File: config.mk
export PLATFORM = sky130hd
export DESIGN_NAME = multi_issue_decoder
export DESIGN_NICKNAME = d
export VERILOG_FILES = /design/src/rtl/multi_issue_decoder.sv
export SDC_FILE = /design/constraint.sdc
export NUM_CORES = 1
export LEC_CHECK = 0
export BUFFER_PORTS_ARGS = -buffer_cell sky130_fd_sc_hd__buf_4
export CORE_MARGIN = 2
export CORE_UTILIZATION = 40
export CTS_BUF_LIST = sky130_fd_sc_hd__clkbuf_2
export DETAILED_ROUTE_END_ITERATION = 6
export GPL_TIMING_DRIVEN = 0
export PLACE_DENSITY = 0.65
export SLEW_MARGIN = 25
export SYNTH_ARGS = -nofsm -noshare
export SYNTH_HDL_FRONTEND = slang
export SYNTH_SLANG_ARGS = --single-unit
File: constraint.sdc
create_clock -name clk -period 1.6 [get_ports clk]
set_clock_uncertainty 0.1 [all_clocks]
set_input_delay 0.24 -clock clk [delete_from_list [all_inputs] [get_ports clk]]
set_output_delay 0.24 -clock clk [all_outputs]
set_load 0.005 [all_outputs]
File: src/rtl/multi_issue_decoder.sv
// Multi-lane instruction decoder with registered outputs, a one-entry replay
// buffer for bundles accepted under stall, and a saturating stall counter.
//   state | meaning
//   RUN   | accepting bundles; outputs carry last decoded bundle or a bubble
//   HOLD  | replay buffer holds a bundle accepted while stalled
module multi_issue_decoder #(
    parameter int LANES = 2,
    parameter int IW    = 16,
    parameter int CNT_W = 16
) (
    input  logic                  clk,
    input  logic                  reset_n,
    input  logic                  in_valid,
    output logic                  in_ready,
    input  logic [LANES*IW-1:0]   instr,
    input  logic [LANES-1:0]      lane_valid,
    input  logic                  stall,
    input  logic                  branch_taken,
    output logic                  out_valid,
    output logic [LANES*16-1:0]   ctrl,
    output logic [LANES-1:0]      out_lane_valid,
    output logic [LANES*IW-1:0]   out_instr,
    output logic [CNT_W-1:0]      stall_cnt
);

    typedef enum logic {RUN, HOLD} state_t;

    state_t                state, state_nxt;
    logic [LANES*IW-1:0]   buf_instr, buf_instr_nxt;
    logic [LANES-1:0]      buf_mask, buf_mask_nxt;
    logic                  emit;
    logic [LANES*IW-1:0]   src_instr;
    logic [LANES-1:0]      src_mask;
    logic [LANES*16-1:0]   ctrl_nxt;
    logic [LANES-1:0]      lane_nxt;
    logic [LANES*IW-1:0]   instr_nxt;

    function automatic logic [15:0] decode_op(input logic [3:0] op);
        logic [15:0] v;
        v = '0;
        case (op)
            4'd1:  begin v[0]  = 1'b1; v[15] = 1'b1; end
            4'd2:  begin v[1]  = 1'b1; v[15] = 1'b1; end
            4'd3:  begin v[2]  = 1'b1; v[15] = 1'b1; end
            4'd4:  begin v[3]  = 1'b1; v[15] = 1'b1; end
            4'd5:  v[4] = 1'b1;
            4'd6:  v[5] = 1'b1;
            4'd7:  begin v[6]  = 1'b1; v[15] = 1'b1; end
            4'd8:  begin v[7]  = 1'b1; v[15] = 1'b1; end
            4'd9:  begin v[8]  = 1'b1; v[15] = 1'b1; end
            4'd10: begin v[9]  = 1'b1; v[15] = 1'b1; end
            4'd11: begin v[10] = 1'b1; v[15] = 1'b1; end
            4'd12: v[14] = 1'b1;
            4'd13: begin v[11] = 1'b1; v[15] = 1'b1; end
            4'd14: v[12] = 1'b1;
            4'd15: v[13] = 1'b1;
            default: v = '0;
        endcase
        return v;
    endfunction

    assign in_ready = (state == RUN);

    // Flush wins over everything, including a bundle presented this cycle.
    always_comb begin
        state_nxt     = state;
        buf_instr_nxt = buf_instr;
        buf_mask_nxt  = buf_mask;
        emit          = 1'b0;
        src_instr     = instr;
        src_mask      = lane_valid;
        if (branch_taken) begin
            state_nxt     = RUN;
            buf_instr_nxt = '0;
            buf_mask_nxt  = '0;
        end else if (state == RUN) begin
            if (in_valid) begin
                if (stall) begin
                    buf_instr_nxt = instr;
                    buf_mask_nxt  = lane_valid;
                    state_nxt     = HOLD;
                end else begin
                    emit = 1'b1;
                end
            end
        end else if (!stall) begin
            emit          = 1'b1;
            src_instr     = buf_instr;
            src_mask      = buf_mask;
            buf_instr_nxt = '0;
            buf_mask_nxt  = '0;
            state_nxt     = RUN;
        end
    end

    always_comb begin
        ctrl_nxt  = '0;
        lane_nxt  = '0;
        instr_nxt = '0;
        if (emit) begin
            for (int k = 0; k < LANES; k++) begin
                if (src_mask[k]) begin
                    ctrl_nxt[16*k +: 16] = decode_op(src_instr[k*IW+IW-4 +: 4]);
                    instr_nxt[k*IW +: IW] = src_instr[k*IW +: IW];
                    lane_nxt[k]           = 1'b1;
                end
            end
        end
    end

    always_ff @(posedge clk or negedge reset_n) begin
        if (!reset_n) begin
            state          <= RUN;
            buf_instr      <= '0;
            buf_mask       <= '0;
            out_valid      <= 1'b0;
            ctrl           <= '0;
            out_lane_valid <= '0;
            out_instr      <= '0;
        end else begin
            state          <= state_nxt;
            buf_instr      <= buf_instr_nxt;
            buf_mask       <= buf_mask_nxt;
            out_valid      <= emit;
            ctrl           <= ctrl_nxt;
            out_lane_valid <= lane_nxt;
            out_instr      <= instr_nxt;
        end
    end

    always_ff @(posedge clk or negedge reset_n) begin
        if (!reset_n) begin
            stall_cnt <= '0;
        end else if (stall && !branch_taken && stall_cnt != {CNT_W{1'b1}}) begin
            stall_cnt <= stall_cnt + CNT_W'(1);
        end
    end

endmodule

==> results.json <==
{
  "whs_endpoint": "buf_instr[3]$_DFFE_PN0P_",
  "die_area_mm2": 0.01317,
  "power.density_cell_area_mw_per_mm2": 763.5,
  "detailed_place.area_mm2": 0.005993,
  "vdd_drop_max_uv": 753.9,
  "synth_top_family_by_area": "simple AND/OR/NAND/NOR gates",
  "filler_cell_count": 845,
  "timing.critical_path.to_type": "register",
  "boundaryPins": 123,
  "power.internal_uw": 4467,
  "comb_power_share_pct": 22.4,
  "area_of_the_multi_input_gates_mm2": 0.002461,
  "leakage_uw": 0.003854,
  "wirelength_um": 14730,
  "synthXorXnorAreaFrac_pct": 1.606,
  "worst_skew_pair.late_latency_ns": 0.69,
  "grt_usage_pct": 21.30,
  "layout_cell_share_with_drive_strength_beyond_1_pct": 51.49,
  "critical_path_class": "register to register",
  "drcViolationCount": 0,
  "postSynth.topFlopCell": "sky130_fd_sc_hd__dfrtp_1",
  "most_frequent_cells_after_synthesis": "sky130_fd_sc_hd__dfrtp_1 (118), sky130_fd_sc_hd__nand2_1 (74), sky130_fd_sc_hd__nor2_1 (43), sky130_fd_sc_hd__a22o_1 (37), sky130_fd_sc_hd__a21oi_1 (34)",
  "top_count_cell_post_synth": "sky130_fd_sc_hd__dfrtp_1",
  "first_global_vias": 4417,
  "dr.pass1.iters": 7,
  "synth_compound_area_share_pct": 15.12,
  "post_synth_edffs": 0,
  "yosys-mux-area-fraction_pct": 0.4588,
  "critical_path_arrival_ns": 2.30,
  "layout-area-overhead-vs-synth_pct": 69.59,
  "finalWeightedCongestion": 0.7735,
  "synth.cell_area_mm2": 0.004908,
  "path_max_fanout": 8,
  "switching_share_pct": 29.71,
  "syn_area_per_cell_um2": 10.65,
  "clock_sinks": 118,
  "final.min_clock_period_ns": 1.770,
  "cts_buffers": 17,
  "synth-simple-area-share_pct": 18.10,
  "h_tree_depth_reported_by_cts": 4,
  "antenna_found_initial": 0,
  "worst_ep_required_time_ns": 2.13,
  "p_sw_uw": 1888,
  "violations": "negative setup slack",
  "min_period_over_period_pct": 110.6,
  "timing.rr.start": "state$_DFF_PN0_",
  "setup_viol": 74,
  "ant_nets": 0,
  "yosys_register_bits": 118,
  "placement.io_buffers": 112,
  "sum_of_net_half_perimeters_after_detailed_placement_um": 8272,
  "synth-adder-area-share_pct": 0.2549,
  "layout_setup_ws_ns": -0.1701,
  "starting_density_of_the_core_pct": 40.86,
  "worst_hold_path.num_cells": 3,
  "drt_iter0_drc": 315,
  "ys_warn_count": 0,
  "critical_path.startpoint": "state$_DFF_PN0_",
  "n_antenna_cell": 0,
  "hold_violation_total_from_the_final_report": 0,
  "finish.instance_area_mm2": 0.008324,
  "yosysSeqAreaShare_pct": 60.16,
  "fp.coreArea_mm2": 0.01201,
  "dieHeight_um": 114.8,
  "drt-wirelength-per-cell_um": 17.29,
  "clock_power_share_pct": 26.1,
  "synthDominantAreaCellType": "sky130_fd_sc_hd__dfrtp_1",
  "result_of_the_run": "complete, but fails checks",
  "timing.reg2reg.setup_slack_ns": -0.17,
  "async_flop_share_pct": 100.0,
  "power_uw": 6356,
  "synthDominantCellAreaShare_pct": 60.16,
  "avgViaCountPerCell": 5.237,
  "seq_power_share_pct": 51.5,
  "drv_cap": 0,
  "clkSlewWorstSetupHoldPaths_ns": 0.19,
  "grt_pass1_wl_um": 21700,
  "synth.net_count": 501,
  "nNetsFinal": 733,
  "start_kind": "register",
  "clockRootBuffer": "sky130_fd_sc_hd__clkbuf_2",
  "cts-root-to-sink-buffers": 2,
  "detailed_route_via_count": 4462,
  "timing.reg2reg.worst_path_depth": 7,
  "synthesis.instances": 461,
  "die_width_um": 114.8,
  "combined_flip_flop_and_latch_cell_area_mm2": 0.002959,
  "timing.max_slew.rel_slack_pct": 49.58,
  "synth.distinct_cells": 46,
  "timing.hold.worst.class": "input port to register",
  "unrepaired_setup_endpoints_after_global_routing": "true",
  "rows": 40,
  "report.final.slew_viol_count": 0,
  "hold_path.startpoint": "instr[3]",
  "dominant_cells_by_area_after_synthesis": "sky130_fd_sc_hd__dfrtp_1 (60%), sky130_fd_sc_hd__a22o_1 (6.6%), sky130_fd_sc_hd__nand2_1 (5.7%)",
  "r2r_end": "ctrl[4]$_DFF_PN0_",
  "tritoncts": "yes",
  "grt_start_max_net_pins": 66,
  "globalRouteOverflowTotal": 0,
  "fmaxAchievable_mhz": 564.9,
  "worst_pin_slew_ns": 0.7563
}
[worst max-delay path by stage]
stage / slack (ns) / endpoint
final: -0.17 / ctrl[4]$_DFF_PN0_
after global routing: -0.23 / in_ready
after CTS: -0.19 / in_ready
after detailed placement: -0.34 / ctrl[23]$_DFF_PN0_
after global placement: -0.32 / ctrl[24]$_DFF_PN0_
after floorplan: -0.01 / stall_cnt[1]$_DFFE_PN0P_
[power by group through the flow]
stage          clock network, uW  registers, uW  logic, uW
6_report                    1660           3270       1420
5_1_grt                     1840           3290       1510
4_1_cts                     1710           3260       1170
3_5_place_dp                   0           3320        736
3_3_place_gp                   0           3310        701
2_1_floorplan                  0           3300        364
[area by class of cell]
cell class	count	share of cell area [%]
clock buffers	20	1.202
inverters	8	0.4209
multi-input cells	299	29.57
well taps	147	2.210
flip-flops and latches	118	35.55
plain buffers	35	3.728
clock inverters	11	1.037
repair buffers	214	26.29
[cell families (layout without fill, tap and decap cells)]
| group | Yosys count | count (layout) |
|---|---|---|
| simple gates | 180 | 180 |
| flops | 118 | 118 |
| compound gates | 107 | 107 |
| buf+inv | 44 | 288 |
| xor+xnor | 9 | 9 |
| mux | 2 | 2 |
| fa+ha+maj | 1 | 1 |
[registers in the layout, indices dropped and copies added, names as in the netlist]
register,count
stall_cnt,16
out_instr,32
out_valid,1
out_lane_valid,2
buf_instr,32
state,1
ctrl,32
buf_mask,2
[placed cells by master (no fill, tap or decap), types with 3 or more instances in the layout]
master / Yosys / routed
sky130_fd_sc_hd__a211o_1: 5 / 5
sky130_fd_sc_hd__a21oi_1: 34 / 8
sky130_fd_sc_hd__a21oi_2: 1 / 27
sky130_fd_sc_hd__a22o_1: 37 / 37
sky130_fd_sc_hd__a31oi_4: 0 / 7
sky130_fd_sc_hd__buf_2: 13 / 4
sky130_fd_sc_hd__buf_4: 2 / 73
sky130_fd_sc_hd__buf_6: 3 / 113
sky130_fd_sc_hd__buf_8: 0 / 4
sky130_fd_sc_hd__clkbuf_1: 15 / 6
sky130_fd_sc_hd__clkbuf_16: 0 / 4
sky130_fd_sc_hd__clkbuf_2: 0 / 20
sky130_fd_sc_hd__clkinv_2: 0 / 6
sky130_fd_sc_hd__clkinvlp_4: 0 / 3
sky130_fd_sc_hd__dfrtp_1: 118 / 113
sky130_fd_sc_hd__dfrtp_2: 0 / 5
sky130_fd_sc_hd__dlygate4sd3_1: 0 / 40
sky130_fd_sc_hd__inv_1: 8 / 5
sky130_fd_sc_hd__nand2_1: 74 / 42
sky130_fd_sc_hd__nand2_2: 0 / 17
sky130_fd_sc_hd__nand2_4: 0 / 15
sky130_fd_sc_hd__nand3_1: 10 / 5
sky130_fd_sc_hd__nand3_2: 0 / 4
sky130_fd_sc_hd__nand3b_1: 3 / 3
sky130_fd_sc_hd__nand4_1: 4 / 4
sky130_fd_sc_hd__nor2_1: 43 / 34
sky130_fd_sc_hd__nor2_2: 0 / 4
sky130_fd_sc_hd__nor2_4: 0 / 5
sky130_fd_sc_hd__nor3_2: 2 / 5
sky130_fd_sc_hd__nor3_4: 0 / 7
sky130_fd_sc_hd__nor3b_2: 0 / 8
sky130_fd_sc_hd__nor3b_4: 1 / 6
sky130_fd_sc_hd__nor4_1: 4 / 4
sky130_fd_sc_hd__o21ai_0: 9 / 4
sky130_fd_sc_hd__o21ai_2: 0 / 7
sky130_fd_sc_hd__or3_1: 4 / 4
sky130_fd_sc_hd__xnor2_1: 7 / 7
[worst max-delay path, stage by stage, from the launching register on]
cell and delay, ns:
sky130_fd_sc_hd__dfrtp_1 0.41, sky130_fd_sc_hd__buf_6 0.13, sky130_fd_sc_hd__or3b_1 0.35, sky130_fd_sc_hd__buf_6 0.17
sky130_fd_sc_hd__buf_12 0.14, sky130_fd_sc_hd__nor3b_4 0.17, sky130_fd_sc_hd__o21ai_2 0.11, sky130_fd_sc_hd__nor2_1 0.12
[layer usage]
layer / up-vias / GRT usage [%] / share of wire (%)
met5: - / 0 / 0
met3: 29 / 6.009 / 4.9
li1: 2076 / - / -
met2: 149 / 34.12 / 51
met4: 0 / 8.594 / 2.1
met1: 2208 / 27.53 / 42
[timing repair]
item,4_1_cts,5_1_grt
gates cloned,2,5
hold endpoints to repair,212,0
gates resized for setup,136,207
pin swaps,12,57
setup buffers,30,24
endpoints found under the setup margin,181,194
hold buffers,40,0
[stage by stage]
stage	util, %	cells	hold WS (ns)	TNS (ns)	setup slack (ns)
after floorplan	-	461	-0.1556	-0.01300	-0.01216
after global placement	49.64	720	0.3752	-28.55	-0.3214
after detailed placement	49.90	721	0.1774	-24.45	-0.3408
after CTS	60.70	824	0.1281	-14.72	-0.1897
after global routing	69.30	852	0.1484	-14.35	-0.2281
final	69.30	852	0.2003	-6.600	-0.1701
No activity file was read; power rests on OpenSTA's default activity.
